**src/rtl/mem_bus_pkg.sv**
```systemverilog
// Shared definitions for the CPU-port to SRAM-like bus bridge.
//   state_e   : bridge transaction state (IDLE/ADDR/DATA/DONE)
//   SZ_*      : bus size encodings, log2 of the transfer size in bytes
//   be_info_t : decoded byte-enable pattern (legal flag, size, low address bits)
//   be2size   : byte-enable pattern -> be_info_t for a bus of be_w byte lanes
package mem_bus_pkg;

    typedef enum logic [1:0] {
        ST_IDLE = 2'd0,
        ST_ADDR = 2'd1,
        ST_DATA = 2'd2,
        ST_DONE = 2'd3
    } state_e;

    localparam logic [1:0] SZ_BYTE  = 2'd0;
    localparam logic [1:0] SZ_HALF  = 2'd1;
    localparam logic [1:0] SZ_WORD  = 2'd2;
    localparam logic [1:0] SZ_DWORD = 2'd3;

    typedef struct packed {
        logic       legal;
        logic [1:0] size;
        logic [2:0] low;
    } be_info_t;

    // wen is zero-extended to 8 lanes; be_w is the real lane count (4 or 8).
    // All-zero wen is a full-width read. A write must be a contiguous run of
    // 1/2/4/8 lanes, no wider than the bus, starting on a multiple of its width.
    function automatic be_info_t be2size(input logic [7:0] wen, input int be_w);
        be_info_t   r;
        int         lo;
        int         n;
        logic [8:0] run;
        r  = '0;
        lo = 0;
        n  = 0;
        for (int i = 7; i >= 0; i--) begin
            if (wen[i]) lo = i;
        end
        for (int i = 0; i < 8; i++) begin
            n = n + int'(wen[i]);
        end
        if (n == 0) begin
            r.legal = 1'b1;
            r.size  = (be_w == 8) ? SZ_DWORD : SZ_WORD;
            r.low   = 3'd0;
        end else begin
            case (n)
                1:       r.size = SZ_BYTE;
                2:       r.size = SZ_HALF;
                4:       r.size = SZ_WORD;
                default: r.size = SZ_DWORD;
            endcase
            run     = ((9'd1 << n) - 9'd1) << lo;
            r.low   = 3'(lo);
            r.legal = (n == 1 || n == 2 || n == 4 || n == 8) && (n <= be_w) &&
                      ((lo & (n - 1)) == 0) && (run == {1'b0, wen});
        end
        return r;
    endfunction

endpackage

```
**src/rtl/sram_like_bridge_be_decode.sv**
```systemverilog
// Combinational byte-enable decoder.
//   wen_i   : CPU byte write enables (all-zero = read)
//   legal_o : pattern is a supported access
//   size_o  : bus size encoding (log2 bytes)
//   low_o   : byte offset of the access inside the bus word
module be_decode
    import mem_bus_pkg::*;
#(
    parameter int BE_W = 4
) (
    input  logic [BE_W-1:0] wen_i,
    output logic            legal_o,
    output logic [1:0]      size_o,
    output logic [2:0]      low_o
);

    logic [7:0] wen_ext;
    be_info_t   info;

    always_comb begin
        wen_ext             = '0;
        wen_ext[BE_W-1:0]   = wen_i;
        info                = be2size(wen_ext, BE_W);
        legal_o             = info.legal;
        size_o              = info.size;
        low_o               = info.low;
    end

endmodule

```
**src/rtl/sram_like_bridge.sv**
```systemverilog
// Bridge from the CPU single-cycle SRAM port to a variable-latency SRAM-like bus.
// One transaction per pipeline slot; the response is held in DONE until the
// global pipeline freeze (longest_stall) drops.
//   CPU side : cpu_en, cpu_wen, cpu_addr, cpu_wdata -> cpu_rdata, stall, bad_wen
//   Pipeline : longest_stall (global freeze from the hazard unit)
//   Bus side : req, wr, size, addr, wdata -> addr_ok, data_ok, rdata
// Handshake: the address phase completes in the cycle req && addr_ok; the data
// phase completes in the first cycle data_ok is high at or after that cycle.
// Only one transaction is ever outstanding. DATA_W must be 32 or 64.
// The FSM state is held in state_q (state_e) for observation.
module sram_like_bridge
    import mem_bus_pkg::*;
#(
    parameter int DATA_W = 32,
    parameter int ADDR_W = 32
) (
    input  logic                  clk,
    input  logic                  rst,
    input  logic                  cpu_en,
    input  logic [DATA_W/8-1:0]   cpu_wen,
    input  logic [ADDR_W-1:0]     cpu_addr,
    input  logic [DATA_W-1:0]     cpu_wdata,
    output logic [DATA_W-1:0]     cpu_rdata,
    output logic                  stall,
    input  logic                  longest_stall,
    output logic                  bad_wen,
    output logic                  req,
    output logic                  wr,
    output logic [1:0]            size,
    output logic [ADDR_W-1:0]     addr,
    output logic [DATA_W-1:0]     wdata,
    input  logic                  addr_ok,
    input  logic                  data_ok,
    input  logic [DATA_W-1:0]     rdata
);

    localparam int              BE_W     = DATA_W / 8;
    localparam logic [ADDR_W-1:0] LOW_MASK = ADDR_W'(BE_W - 1);

    state_e              state_q, state_d;
    logic                wr_q, wr_d;
    logic [1:0]          size_q, size_d;
    logic [ADDR_W-1:0]   addr_q, addr_d;
    logic [DATA_W-1:0]   wdata_q, wdata_d;
    logic [DATA_W-1:0]   rdata_q, rdata_d;

    logic                dec_legal;
    logic [1:0]          dec_size;
    logic [2:0]          dec_low;

    be_decode #(.BE_W(BE_W)) u_be_decode (
        .wen_i   (cpu_wen),
        .legal_o (dec_legal),
        .size_o  (dec_size),
        .low_o   (dec_low)
    );

    always_comb begin
        state_d = state_q;
        wr_d    = wr_q;
        size_d  = size_q;
        addr_d  = addr_q;
        wdata_d = wdata_q;
        rdata_d = rdata_q;
        unique case (state_q)
            ST_IDLE: begin
                if (cpu_en && dec_legal) begin
                    wr_d    = |cpu_wen;
                    size_d  = dec_size;
                    // Reads use the aligned word; writes point at the lowest enabled lane.
                    addr_d  = (cpu_addr & ~LOW_MASK) | ADDR_W'(dec_low);
                    wdata_d = cpu_wdata;
                    state_d = ST_ADDR;
                end
            end
            ST_ADDR: begin
                if (addr_ok) begin
                    if (data_ok) begin
                        rdata_d = rdata;
                        state_d = ST_DONE;
                    end else begin
                        state_d = ST_DATA;
                    end
                end
            end
            ST_DATA: begin
                if (data_ok) begin
                    rdata_d = rdata;
                    state_d = ST_DONE;
                end
            end
            ST_DONE: begin
                // Held while the pipeline is frozen so the slot never re-issues.
                if (!longest_stall) state_d = ST_IDLE;
            end
            default: state_d = ST_IDLE;
        endcase
    end

    always_comb begin
        req     = (state_q == ST_ADDR);
        stall   = ((state_q == ST_IDLE) && cpu_en && dec_legal) ||
                  (state_q == ST_ADDR) || (state_q == ST_DATA);
        bad_wen = (state_q == ST_IDLE) && cpu_en && !dec_legal;
    end

    assign wr        = wr_q;
    assign size      = size_q;
    assign addr      = addr_q;
    assign wdata     = wdata_q;
    assign cpu_rdata = rdata_q;

    always_ff @(posedge clk) begin
        if (rst) begin
            state_q <= ST_IDLE;
            wr_q    <= 1'b0;
            size_q  <= 2'd0;
            addr_q  <= '0;
            wdata_q <= '0;
            rdata_q <= '0;
        end else begin
            state_q <= state_d;
            wr_q    <= wr_d;
            size_q  <= size_d;
            addr_q  <= addr_d;
            wdata_q <= wdata_d;
            rdata_q <= rdata_d;
        end
    end

endmodule

```
**config.mk**
```make
export PLATFORM = sky130hd
export DESIGN_NAME = sram_like_bridge
export DESIGN_NICKNAME = d
export VERILOG_FILES = /design/src/rtl/mem_bus_pkg.sv /design/src/rtl/sram_like_bridge_be_decode.sv /design/src/rtl/sram_like_bridge.sv
export SDC_FILE = /design/constraint.sdc
export NUM_CORES = 1
export LEC_CHECK = 0
export ABC_AREA = 1
export BUFFER_PORTS_ARGS = -buffer_cell sky130_fd_sc_hd__buf_2
export CAP_MARGIN = 5
export CELL_PAD_IN_SITES_DETAIL_PLACEMENT = 0
export CELL_PAD_IN_SITES_GLOBAL_PLACEMENT = 2
export CORE_MARGIN = 2
export CORE_UTILIZATION = 27
export CTS_CLUSTER_SIZE = 20
export DETAILED_ROUTE_END_ITERATION = 7
export GPL_TIMING_DRIVEN = 0
export PLACE_DENSITY_LB_ADDON = 0.1
export SLEW_MARGIN = 40
export SYNTH_ARGS = -nofsm -noshare
export SYNTH_HDL_FRONTEND = slang
export SYNTH_HIERARCHICAL = 1
export SYNTH_SLANG_ARGS = --single-unit
```
**constraint.sdc**
```tcl
create_clock -name clk -period 15.1 [get_ports clk]
set_clock_uncertainty 0.15 [all_clocks]
set_input_delay 4.53 -clock clk [delete_from_list [all_inputs] [get_ports clk]]
set_output_delay 4.53 -clock clk [all_outputs]
set_load 0.005 [all_outputs]
```
; After elaboration in Yosys (flattened, before gate mapping)
; Cells that the tools add are included.
[word_totals]
mem_bits_rw = 0
in_bits = 106
mem_bits_ro = 0
memories = 0
latchBits = 0
register_bits = 101
word_cells = 67
[classes]
n_div = 0
magnitude_cmp = 1
mux = 15
n_reduce_logical = 21
mul = 0
n_eq_ne = 15
add_sub_neg = 5
n_bitwise = 2
shift = 2
[op_table]
columns = operator, n
row1 = 32-bit by 2-bit adder with 32-bit output, 2
row2 = 32-bit by 2-bit equality test with 1-bit output (second input constant), 2
row3 = 32-bit by 3-bit equality test with 1-bit output (second input constant), 2
row4 = 32-bit logical NOT, 2
row5 = 32-bit 2-to-1 mux, 2
row6 = 32-bit one-hot mux with 2 select lines, 1
row7 = 3-bit by 32-bit bitwise AND with 32-bit output, 1
row8 = 32-bit by 1-bit equality test with 1-bit output (second input constant), 1
row9 = 32-bit by 4-bit equality test with 1-bit output (second input constant), 1
row10 = 32-bit by 5-bit equality test with 1-bit output (second input constant), 1
row11 = 32-bit by 4-bit <= comparator with 1-bit output (second input constant), 1
row12 = 32-bit by 3-bit bitwise OR with 32-bit output, 1
row13 = 1-bit by 32-bit << shifter with 9-bit output (first input constant), 1
row14 = 32-bit by 2-bit subtractor with 32-bit output (second input constant), 1
row15 = 2-bit 2-to-1 mux, 8
row16 = 9-bit by 4-bit equality test with 1-bit output, 1
row17 = 9-bit by 2-bit << shifter with 9-bit output, 1
row18 = 9-bit by 1-bit subtractor with 9-bit output (second input constant), 1
row19 = 2-bit one-hot mux with 4 select lines, 1
row20 = 1-bit logical AND, 7
row21 = 6-bit 2-to-1 mux, 1
row22 = 2-bit != test (second input constant), 3
row23 = 2-bit one-hot mux with 3 select lines, 1
row24 = 1-bit logical OR, 5
row25 = 11 further kinds, 13

; Depth between registers and ports, before layout
[logic_depth]
depth_word = 14
depth_mapped = 30
ltp_nobuf = 30

; Cells and area by module
; Netlist, hierarchy kept.
[by_module_without_submodules]
columns = mod, area_each_um2, cells_per_inst, instances, seq_area_each_um2
row1 = sram_like_bridge, 3851.2, 473, 1, 2021.9
row2 = be_decode, 651.9, 116, 1, 0.0

; Worst setup path before layout
; Ideal clock, no wire load.
[synth_path]
kind = input port to output port
startpoint = input port cpu_wen[0]
endpoint = output port stall
path_slack_ns = 2.880
t_arrival_ns = 7.540
n_path_buf = 2
path_stages = 27
cell_sequence = inv_2 fa_1 inv_1 ha_1 ha_1 inv_1 ha_1 inv_2 nor2_4 inv_2 ha_1 inv_1 nand3_1 nand2_1 inv_2 nand3_1 nor2_1 nand2_1 nor2_1 nand2_1 nor2_2 nand2_1 nand2_1 nand3_4 buf_6 buf_6 nand2_1
[synth_between]
elab_chain_len = 14
elab_cells_between_ends = 27
cone_classes = add/sub (5) / order compare (1) / eq/ne (5) / shift (2) / mux (2) / bitwise (1) / reduce/logical (11)
[synth_lines]
columns = element, line
row1 = "start, declared", sram_like_bridge.sv:20  ; input logic [DATA_W/8-1:0] cpu_wen,
row2 = branches (longest 10 deep; another with 32-bit by 2-bit adder with 32-bit output), --
row3 = 6-bit 2-to-1 mux (*), mem_bus_pkg.sv:43  ; if (n == 0) begin
row4 = net dec_legal, sram_like_bridge.sv:47  ; logic dec_legal;
row5 = 1-bit logical AND (*), sram_like_bridge.sv:102  ; stall = ((state_q == ST_IDLE) && cpu_en && dec_legal) ||
row6 = 1-bit logical OR (*), sram_like_bridge.sv:102
row7 = 1-bit logical OR (*), sram_like_bridge.sv:103  ; (state_q == ST_ADDR) || (state_q == ST_DATA);
row8 = "end, declared", sram_like_bridge.sv:24  ; output logic stall,
; Mark *: on every way through the listed nets, which the timed path passes.

; Worst setup path in the final report
; Ends and elaborated chain as after synthesis.

==> impl_results.md <==
* Most used cell, CP: nand2_1
* Worst Path Max Fanout at 10
* Worst vdd ir at 0.0000537 V
* Slowest CP cell: fa_1
* CTS clock-pin slew for the worst setup and hold paths at 0.07 ns
* Grt ovf at 0
* # DRC at 0
* WL per Instance at 13.9 microns
* # setup viols final at 0
* Yosys warnings at 6
* Largest net degree at the start of global routing at 17
* Clk_lat worst skew at 0.34 ns
* Mux cell area share after synthesis at 0%
* Clock power share at 28.3%
* TritonCTS sink count at 101
* Max-cap viol count at 0
* Row count at 47
* Switching share of power at 33.9%
* Starting Density at 27.3%
* CTS tree: yes
* Adder-Cell Fraction of Synth Area at 4.22%
* Mapped Area at 0.00450 sq mm
* IO Pins at 208
* CORE AREA at 0.0165 sq mm
* Die height at 133 microns
* Power Density at 149 mW/mm^2
* Fin. Hold Viols at 0
* Pre-CTS WS at 2.09 ns
* Worst EP required at 10.42 ns
* Tmin final at 12.96 ns
* Pint at 603 uW
* Synth Area in XOR/XNOR at 0%
* Status: finished, final reports clean
* Hold_buf cts at 0
* Global-route wire length before repair at 22400 microns
* Leakage at 2.99 nW
* Avg Inst Size Synth at 7.65 sq um
* Post-Synth Simple-Gate Area at 18.8%
* Die Area at 0.0177 sq mm
* Seq/Total Area, Yosys at 44.9%
* Yosys cell types at 30
* Worst setup EP type: output pin
* Slew headroom at 65.8%
* DRT Pass-1 Iters at 5
* Critical Path Start Type: input pin
* Post-CTS Setup Bufs at 0
* P_sw at 310 uW
* Max Clk Rate at 77.2 MHz
* GPL Wtd Cong at 0.780
* Compound-Gate Fraction of Synth Area at 19.0%
* Vias in the first global route at 4307
* Worst path arrival time at 8.28 ns
* Largest family of logic cells by synthesized area: compound AO/OA/AOI/OAI gates
* Layout Area Growth over Synthesis at 36.3%
* Gate power share at 34.0%
* Antenna Violating Nets Remaining at 0
* Port Buffer Count at 205
* WP buf/inv at 11
* Delay-heaviest family, CP: adder cells
* Detail Placement HPWL at 11100 microns
* Syn Nets at 709
* Root Buffer: clkbuf_16
* Vias/cell at 4.35
* CTS Buf Count at 9
* CTS max path bufs at 2
* ANT cells at 0
* Nets@finish at 925
* Reg power frac at 37.8%
* Die X at 133 microns
* Max-slew violation count at 0
* Drt total wl at 14300 microns
* CP max stage delay at 0.54 ns
* Cts repair resizes at 0
* Iter 0 DRT Violations at 150
* Most frequent cells in the layout: buf_2 (206), dfxtp_1 (101), inv_1 (82), o21ai_0 (70), a21oi_1 (68)
* Share of cells above drive strength 1 at 33.5%
* Yosys reg bits at 101
* Fin util at 37.3%
* Critical path type: in2out
* Initial antenna violation count at 0
* Worst setup slack after layout at 2.14 ns
* HP Class: reg2reg
* Setup TNS at 0 ns
* Synth Instances at 589
* Worst Tran Pin Value at 0.514 ns
* H-tree depth at 3
* Hold slack at 0.290 ns
* Unrepaired setup endpoints after global routing: false
* Vias at 4480
* Final period utilization at 85.8%
* Commonest non-fill, non-tap cell in the layout: buf_2
* Tot GR Track Use at 16.1%
-- registers in the layout, indices dropped and copies added (netlist names) --
signal	cells
state_q	2
size	2
cpu_rdata	32
addr	32
wdata	32
wr	1
-- power groups by stage --
stage	Clock (mW)	Sequential [mW]	Combinational [mW]
detailed placement	0	0.351	0.316
finish	0.258	0.345	0.310
floorplan	0	0.355	0.188
global route	0.278	0.351	0.351
CTS	0.269	0.345	0.316
global placement	0	0.350	0.312
-- cells by family after synthesis --
family,after synthesis
other,1
buffers and inverters,128
adder cells (fa/ha/maj),14
AND/OR/NAND/NOR,175
flip-flops,101
AO/OA/AOI/OAI,170
-- cell type report --
cell class / instances / area, sq um
Multi-Input combinational cell: 360 / 1900
Timing Repair Buffer: 205 / 1030
Inverter: 93 / 352
Tap cell: 220 / 275
Clock buffer: 12 / 256
Fill cell: 1798 / 10300
Sequential cell: 101 / 2020
Buffer: 35 / 234
Clock inverter: 4 / 77.6
-- final timing paths --
| path | startpoint | end | slack [ns] | depth (start not counted) |
|---|---|---|---|---|
| worst max register to register | state_q[0] | addr[19] | 13.23 | 6 |
| worst min register to register | wdata[10] | wdata[10] | 0.29 | 2 |
| worst min-delay path | wdata[10] | wdata[10] | 0.29 | 2 |
| worst max-delay path | cpu_wen[0] | stall | 2.14 | 29 |
-- Yosys cell counts --
cell,n,area [sq um]
dfxtp_1,101,2020
inv_1,82,308
o21ai_0,70,350
a21oi_1,68,340
nor2_1,53,199
nand2_1,48,180
nor3_1,32,160
o21ai_1,30,150
nand3_1,18,90.1
clkbuf_1,17,63.8
ha_1,12,150
nand2_2,12,75.1
buf_6,10,113
inv_2,9,33.8
buf_4,7,52.6
fa_1,2,40.0
nand2_4,2,22.5
nand3_2,2,20.0
nand3_4,2,35.0
nor2_4,2,22.5
buf_2,1,5.00
clkinv_1,1,3.75
conb_1,1,3.75
inv_4,1,6.26
nand3b_1,1,7.51
nand4_1,1,6.26
nor2_2,1,6.26
nor2_8,1,20.0
o21ai_2,1,8.76
o21bai_1,1,7.51
-- worst min-delay path, stage by stage (launching register included) --
cell and delay (ns):
dfxtp_1 0.31, inv_1 0.04, a21oi_1 0.04
-- metrics by stage --
step           total power, mW  instances  cell area (sq um)
2_1_floorplan            0.543        589               4500
3_3_place_gp             0.661       1014               5800
3_5_place_dp             0.666       1014               5800
4_1_cts                  0.931       1030               6140
5_1_grt                  0.981       1030               6140
6_report                 0.913       1030               6140
-- layer usage --
metal / track usage, % / vias up / share of wire, %
met4: 4.79 / 0 / 1.2
li1: - / 2328 / -
met1: 20.8 / 2024 / 46
met3: 3.08 / 11 / 4.5
met2: 27.4 / 117 / 48
met5: 0 / - / 0
(Power assumes the default switching activity.)
